--- src/rtl/serializer_with_counter.sv ---
// Start-bit serial transmitter: one-word hold buffer feeding an LSB-first shifter.
// Optional STOP_BIT_EN adds one idle-level stop cycle before done.
module serializer_with_counter #(
  parameter int   DATA_LENGTH = 16,
  parameter int   WORD_SIZE   = 8,
  parameter logic START_BIT   = 1'b0,
  parameter logic IDLE_BIT    = 1'b1
) (
  input  logic                 clock,
  input  logic                 reset,
  input  logic                 start,
  input  logic [WORD_SIZE-1:0] word_in,
  input  logic                 word_valid,
  output logic                 word_ready,
  output logic                 data_out,
  output logic                 busy,
  output logic                 RCO,
  output logic                 done,
  output logic                 underrun
);

  localparam int BW = $clog2(WORD_SIZE) + 1;
  localparam int DW = $clog2(DATA_LENGTH) + 1;
  localparam logic [BW-1:0] BIT_LAST  = BW'(WORD_SIZE - 1);
  localparam logic [DW-1:0] DATA_LAST = DW'(DATA_LENGTH - 1);

`ifdef STOP_BIT_EN
  typedef enum logic [2:0] {
    S_IDLE, S_WAIT, S_START, S_SHIFT, S_STOP
  } state_t;
`else
  typedef enum logic [2:0] {
    S_IDLE, S_WAIT, S_START, S_SHIFT
  } state_t;
`endif

  state_t               state_q, state_d;
  logic [WORD_SIZE-1:0] hold_q, hold_d;
  logic [WORD_SIZE-1:0] shift_q, shift_d;
  logic                 hold_full_q, hold_full_d;
  logic [BW-1:0]        bit_cnt_q, bit_cnt_d;
  logic [DW-1:0]        data_cnt_q, data_cnt_d;
  logic                 underrun_q, underrun_d;
  logic                 done_q, done_d;
  logic                 rco;

  assign rco = (state_q == S_SHIFT) && (bit_cnt_q == BIT_LAST);

  always_comb begin
    state_d     = state_q;
    hold_d      = hold_q;
    shift_d     = shift_q;
    hold_full_d = hold_full_q;
    bit_cnt_d   = bit_cnt_q;
    data_cnt_d  = data_cnt_q;
    underrun_d  = underrun_q;
    done_d      = 1'b0;
    unique case (state_q)
      S_IDLE: begin
        if (start) begin
          underrun_d = 1'b0;
          state_d    = hold_full_q ? S_START : S_WAIT;
        end
      end
      S_WAIT: begin
        if (hold_full_q) state_d = S_START;
      end
      S_START: begin
        shift_d     = hold_q;
        hold_full_d = 1'b0;
        bit_cnt_d   = '0;
        data_cnt_d  = '0;
        state_d     = S_SHIFT;
      end
      S_SHIFT: begin
        shift_d    = shift_q >> 1;
        bit_cnt_d  = bit_cnt_q + BW'(1);
        data_cnt_d = data_cnt_q + DW'(1);
        if (data_cnt_q == DATA_LAST) begin
          bit_cnt_d  = '0;
          data_cnt_d = '0;
`ifdef STOP_BIT_EN
          state_d    = S_STOP;
`else
          state_d    = S_IDLE;
          done_d     = 1'b1;
`endif
        end else if (rco) begin
          bit_cnt_d = '0;
          if (hold_full_q) begin
            shift_d     = hold_q;
            hold_full_d = 1'b0;
          end else begin
            shift_d    = {WORD_SIZE{IDLE_BIT}};
            underrun_d = 1'b1;
          end
        end
      end
`ifdef STOP_BIT_EN
      S_STOP: begin
        state_d = S_IDLE;
        done_d  = 1'b1;
      end
`endif
      default: state_d = S_IDLE;
    endcase
    // Accept only into an empty hold, so this never races a hold->shift move
    if (word_valid && !hold_full_q) begin
      hold_d      = word_in;
      hold_full_d = 1'b1;
    end
  end

  always_ff @(posedge clock) begin
    if (reset) begin
      state_q     <= S_IDLE;
      hold_q      <= '0;
      shift_q     <= '0;
      hold_full_q <= 1'b0;
      bit_cnt_q   <= '0;
      data_cnt_q  <= '0;
      underrun_q  <= 1'b0;
      done_q      <= 1'b0;
    end else begin
      state_q     <= state_d;
      hold_q      <= hold_d;
      shift_q     <= shift_d;
      hold_full_q <= hold_full_d;
      bit_cnt_q   <= bit_cnt_d;
      data_cnt_q  <= data_cnt_d;
      underrun_q  <= underrun_d;
      done_q      <= done_d;
    end
  end

  always_comb begin
    data_out = IDLE_BIT;
    unique case (state_q)
      S_START: data_out = START_BIT;
      S_SHIFT: data_out = shift_q[0];
      default: data_out = IDLE_BIT;
    endcase
  end

  assign word_ready = !hold_full_q;
  assign busy       = (state_q != S_IDLE) || start;
  assign RCO        = rco;
  assign done       = done_q;
  assign underrun   = underrun_q;

endmodule

--- config.mk ---
export PLATFORM = sky130hd
export DESIGN_NAME = serializer_with_counter
export DESIGN_NICKNAME = d
export VERILOG_FILES = /design/src/rtl/serializer_with_counter.sv
export SDC_FILE = /design/constraint.sdc
export NUM_CORES = 1
export LEC_CHECK = 0
export ABC_AREA = 1
export BUFFER_PORTS_ARGS = -buffer_cell sky130_fd_sc_hd__buf_4
export CAP_MARGIN = 10
export CORE_MARGIN = 1
export CORE_UTILIZATION = 50
export DETAILED_ROUTE_END_ITERATION = 10
export PLACE_DENSITY = 0.79
export SLEW_MARGIN = 20
export SYNTH_ARGS = -nofsm -noshare
export SYNTH_HDL_FRONTEND = slang
export SYNTH_SLANG_ARGS = --single-unit
--- constraint.sdc ---
create_clock -name clock -period 1.41 [get_ports clock]
set_input_delay 0.0705 -clock clock [delete_from_list [all_inputs] [get_ports clock]]
set_output_delay 0.0705 -clock clock [all_outputs]
set_load 0.02 [all_outputs]
==> reports/metrics.cfg, run 1 <==
[outcome]
status=complete, but fails checks
failed_checks=setup timing

[placed_design]
dpl.hpwl_um=2460
io_buffer_count=17
dp.cells=296
place_congestion=0.819

[power]
power.total_w=0.00338
power.density_nw_per_um2=1470
p_leak_nw=1.00
irDropWorstVdd_uv=991

[floorplanning]
io_pins=18
initial_utilization=0.532
core_area_um2=3080
die_y_um=59.2
rows=20
dieArea_um2=3510
die_w_um=59.2

[clock_network]
cts_sinks=30
cts_tree=yes
cts_max_path_buffers=2
cts_buffers=5
htree_levels=2
cts_root_buf=clkbuf_4
clk_latency_ns=0.33
path_clk_slew_ns=0.09

[yosys]
async_flop_share=0
ys_ff_latch=30
synth-edff-count=0
synth_top_cells_by_count=nand2_1 (39), inv_1 (31), dfxtp_1 (30), o21ai_0 (29), a21oi_1 (24)
yosysSeqAreaShare=0.367
yosys.area.top_type=dfxtp_1
synth_nets=251
ys_warn_count=0
synth-main-ff-cell=dfxtp_1
synthCells=232
yosysTopAreaCellShare=0.367
synth_area_um2=1640
synth.area.top_cells=dfxtp_1 (37%), nand2_1 (8.9%), o21ai_0 (8.9%)
synth.most_common_cell=nand2_1
synth.distinct_cells=28
syn_avg_cell_area_um2=7.06

[detailed_routing]
routed_via_density=5.26
dr.pass1.iters=4
wl_um=4440
num_vias=1711
drtIter0Drc=66
postRouteAntennaNets=0
drc=0
post_drt_wl_per_cell_um=13.7

[global_routing]
overflow=0
grt_pass1_wl_um=7040
grt_pass1_vias=1567
grt_usage=0.274
antenna_found_initial=0
grt_max_degree=23

[timing]
clock.fmax_mhz=664
tns_ns=-0.240
tightest_slew_ns=0.370
final-hold-violation-count=0
fin_ws_ns=-0.0968
period_needed_ns=1.51
post-route-period-util=1.07
slew_headroom=0.752
setup_viol=5
slew_violations=0
rsz0062_at_grt=yes
finClkSkew_ns=0.00712

[layout]
diodes=0
fillers=219
syn_to_final_growth_pct=40.7
fin_cells=325
fin_nets=299
drive_gt1_frac=0.299

[critical_path]
rr_startpoint=state_q[1]$_SDFFE_PP0P_
crit_buf_inv=3
crit_path_end_kind=flip-flop
cp_slowest_cell=dfxtp_4
worstSetupPathType=reg2reg
cp-startpoint=state_q[1]$_SDFFE_PP0P_
slowest_delay_ns=0.37
path_delay_family=buffers and inverters
cp_cell_sequence=ha_4 > buf_6 > nor2_8 > clkinvlp_4 > buf_4 > a21oi_4 > o21a_1
cp.arrival_ns=1.76
path_max_fanout=10
start_kind=flip-flop
required_ns=1.67

[worst_hold_path]
hold_start=word_in[6]
hold_class=in2reg

[run]
cap_violations=0

-- logic make-up after synthesis --
family / count (synthesis) / synth area share
simple gates: 95 / 0.285
xor+xnor: 2 / 0.0107
compound gates: 57 / 0.180
flops: 30 / 0.367
buf+inv: 41 / 0.105
fa+ha+maj: 7 / 0.0535
-- where the power goes --
group / switching [W] / leakage (nW) / internal [W]
combinational: 0.000824 / 0.712 / 0.000650
sequential: 0.000172 / 0.249 / 0.00105
clock: 0.000311 / 0.0385 / 0.000374
-- per-layer routing --
| layer | vias to the layer above | routed length [um] | global-route usage |
|---|---|---|---|
| li1 | 853 | - | - |
| met1 | 773 | 1900 | 0.340 |
| met2 | 71 | 2160 | 0.427 |
| met3 | 14 | 227 | 0.0699 |
| met4 | 0 | 148 | 0.160 |
| met5 | - | 0 | 0 |
-- final timing paths --
path / depth (start not counted) / slack (ns) / endpoint
min: 3 / 0.02 / hold_q[6]$_SDFFE_PP0P_
max reg2reg: 7 / -0.1 / data_cnt_q[0]$_SDFFE_PP0P_
min reg2reg: 2 / 0.46 / underrun$_SDFFE_PP0P_
max: 7 / -0.1 / data_cnt_q[0]$_SDFFE_PP0P_
-- worst min-delay path, stage by stage --
cell and delay (ns):
buf_4 0.07, o21ai_0 0.07, a21oi_1 0.10
-- repair_timing --
action / CTS / global route
setup buffers: 11 / 5
hold buffers: 5 / 0
endpoints found under the setup margin: 10 / 16
gates cloned: 0 / 0
endpoints found under the hold margin: 11 / 0
gates resized for setup: 27 / 25
pin swaps: 8 / 8
-- layout make-up --
cell class / instances / area (um2) / area share
clock buffer: 6 / 41.3 / 0.0179
clock inverter: 2 / 37.5 / 0.0163
inverter: 32 / 128 / 0.0554
multi-input combinational: 161 / 962 / 0.417
sequential: 30 / 616 / 0.267
tap: 44 / 55.1 / 0.0239
timing repair buffer: 50 / 465 / 0.202
-- flip-flops by register name, indices dropped and copies added (netlist names) --
register	cells
bit_cnt_q	4
state_q	2
hold_q	8
data_cnt_q	5
hold_full_q	1
underrun	1
done	1
shift_q	8
-- stage by stage --
stage                     hold slack [ns]  utilization  area (um2)  worst slack (ns)
final                              0.0232        0.749        2300           -0.0968
after global routing               0.0343        0.749        2300            -0.140
after CTS                         0.00952        0.720        2220           -0.0696
after detailed placement            0.324        0.612        1880            0.0145
after global placement              0.320        0.612        1880            0.0194
after floorplan                     0.235            -        1640            0.0345
-- cell usage in the layout (no fill, tap or decap), types with 2 or more instances in the layout --
cell type / instances
nor2_4: 2
clkbuf_4: 5
dlygate4sd3_1: 5
nor2_1: 20
buf_6: 4
inv_2: 3
clkinvlp_4: 3
o21ai_1: 10
nand3b_1: 4
dfxtp_4: 3
a21oi_2: 2
dfxtp_2: 3
nand3_1: 22
a21oi_1: 21
o21ai_0: 17
ha_1: 2
dfxtp_1: 24
inv_1: 27
ha_4: 4
nand2_2: 4
buf_4: 36
nand2_1: 36
buf_12: 5
nor2_8: 2
o21ai_2: 2
(Power assumes the default switching activity.)
==> inputs of run 2 (changes only) <==
--- a/config.mk
+++ b/config.mk
@@ -8,10 +8,11 @@
 export ABC_AREA = 1
 export BUFFER_PORTS_ARGS = -buffer_cell sky130_fd_sc_hd__buf_4
 export CAP_MARGIN = 10
+export CORE_ASPECT_RATIO = 1.4
 export CORE_MARGIN = 1
 export CORE_UTILIZATION = 50
 export DETAILED_ROUTE_END_ITERATION = 10
-export PLACE_DENSITY = 0.79
+export PLACE_DENSITY = 0.77
 export SLEW_MARGIN = 20
 export SYNTH_ARGS = -nofsm -noshare
 export SYNTH_HDL_FRONTEND = slang
==> constraint.sdc (replaced) <==
create_clock -name clock -period 1.53 [get_ports clock]
set_input_delay 0.0765 -clock clock [delete_from_list [all_inputs] [get_ports clock]]
set_output_delay 0.0765 -clock clock [all_outputs]
set_load 0.02 [all_outputs]
==> run 2 against run 1 <==
The flow now finishes without violations. Utilization fell by 9.7 points. Global-route usage fell by 3.8 points. Routed wire length fell by 19%. Sequential cell count did not move. Clock power rose by 15%. Sequential share of layout area rose by 3.0 points. Via count fell by 8.4%. Combinational power fell by 23%. Power fell by 11%. Non-clock buffer count fell by 19. Die area barely moved. First-iteration DRC count rose by 39%. Critical path type is now reg2out. Critical endpoint is now busy. Highest routed layer unchanged.
==> reports/metrics.cfg, run 2 (synthesis results as in run 1) <==
[power]
p_int_w=0.00190
p_leak_nw=0.896
seqPwrFrac=0.360
swShare=0.366
clkPwrFrac=0.263
irDropWorstVdd_uv=1110
comb_power_share=0.377
p_switching_w=0.00110
power.density_nw_per_um2=1480

[layout]
syn_to_final_growth_pct=24.3
fin_area_um2=2040
final_cell_mix=nand2_1 (39), inv_1 (30), buf_4 (30)
largest_registers=hold_q (8), shift_q (8), data_cnt_q (5)
drive_gt1_frac=0.218
fin_nets=280
fin_cells=301
final_common_cell=nand2_1
diodes=0
final_util=0.652

[critical_path]
start_kind=flip-flop
crit_path_end_kind=output pin
cp.arrival_ns=1.38
path_max_fanout=5
worstSetupPathType=reg2out
required_ns=1.45

[clock_network]
cts_root_buf=clkbuf_8
cts_buffers=5
htree_levels=2
cts_tree=yes
clk_latency_ns=0.28
ctsHoldBuffers=0
path_clk_slew_ns=0.07
cts_max_path_buffers=2
cts_sinks=30

[detailed_routing]
wl_met3_um=137
drc=0
num_vias=1568
postRouteAntennaNets=0
routed_via_density=5.21
post_drt_wl_per_cell_um=12.0
dr.pass1.iters=4
drtIter0Drc=92
top_layer=met4
wl_um=3600
m1WireLength_um=1560
wl_met2_um=1800

[global_routing]
antenna_found_initial=0
grt_pass1_wl_um=6350
overflow=0
grt_pass1_vias=1465
grt_max_degree=16
grt_usage=0.236

[timing]
tightest_slew_ns=0.369
finClkSkew_ns=0.00515
final-hold-violation-count=0
slew_violations=0
rsz0062_at_grt=yes
tns_ns=0
slew_headroom=0.753
post-route-period-util=0.949
clock.fmax_mhz=688
setup_viol=0
period_needed_ns=1.45

[floorplanning]
io_pins=18
dieArea_um2=3510
initial_utilization=0.524
rows=24
die_w_um=50.4
core_area_um2=3120
die_y_um=69.7

[outcome]
status=finished, final reports clean

[placed_design]
place_congestion=0.810
dpl.hpwl_um=2430
io_buffer_count=17
dp.cells=288
place_area_um2=1830

[run]
cap_violations=0

[worst_hold_path]
hold_class=in2reg

[run 2: changes by cell type in the layout (fill, tap and decap cells not counted), sizes merged]
cell / previous run / this run
buf: 45 / 31
clkinvlp: 3 / 2
dlygate4sd3: 5 / 0
inv: 30 / 31
[run 2: repair_timing]
action	4_1_cts	5_1_grt
gates resized for setup	5	10
endpoints found under the setup margin	3	14
pin swaps	1	1
buffers inserted	3	2
[run 2: routing by layer]
metal,up-vias,track usage
met1,710,0.275
met5,-,0
met4,0,0.127
met3,9,0.0548
li1,811,-
met2,38,0.390
[run 2: worst paths after layout]
path | startpoint | end | slack, ns | cells past startpoint
setup / recovery | state_q[1]$_SDFFE_PP0P_ | busy | 0.08 | 5
hold / removal | reset | bit_cnt_q[1]$_SDFFE_PP0P_ | 0.03 | 2
setup reg to reg | state_q[1]$_SDFFE_PP0P_ | state_q[1]$_SDFFE_PP0P_ | 0.09 | 9
hold reg to reg | underrun$_SDFFE_PP0P_ | underrun$_SDFFE_PP0P_ | 0.45 | 2
[run 2: power groups by stage]
stage | combinational, W | sequential [W] | clock [W]
floorplan | 0.000742 | 0.00108 | 0
global placement | 0.00102 | 0.00107 | 0
detailed placement | 0.00103 | 0.00108 | 0
CTS | 0.00109 | 0.00107 | 0.000801
global route | 0.00128 | 0.00110 | 0.000838
finish | 0.00113 | 0.00108 | 0.000790
[run 2: cell type report]
cell class | instances | area (um2)
fill | 270 | 1090
multi-input combinational | 161 | 911
sequential | 30 | 606
timing repair buffer | 31 | 236
inverter | 32 | 124
clock buffer | 6 | 72.6
tap | 39 | 48.8
clock inverter | 2 | 37.5
[run 2: metrics by stage]
| stage | worst slack (ns) | hold WS [ns] | power [W] |
|---|---|---|---|
| 2_1_floorplan | 0.155 | 0.241 | 0.00182 |
| 3_3_place_gp | 0.0499 | 0.326 | 0.00209 |
| 3_5_place_dp | 0.0245 | 0.329 | 0.00211 |
| 4_1_cts | 0.0126 | 0.0295 | 0.00296 |
| 5_1_grt | -0.00358 | 0.0388 | 0.00322 |
| 6_report | 0.0775 | 0.0327 | 0.00300 |
[run 2: worst max-delay path, cell delays in order (launching register included)]
cell and delay (ns):
dfxtp_1 0.33, buf_4 0.15, inv_1 0.13, ha_2 0.23, nand2_1 0.09, buf_4 0.16
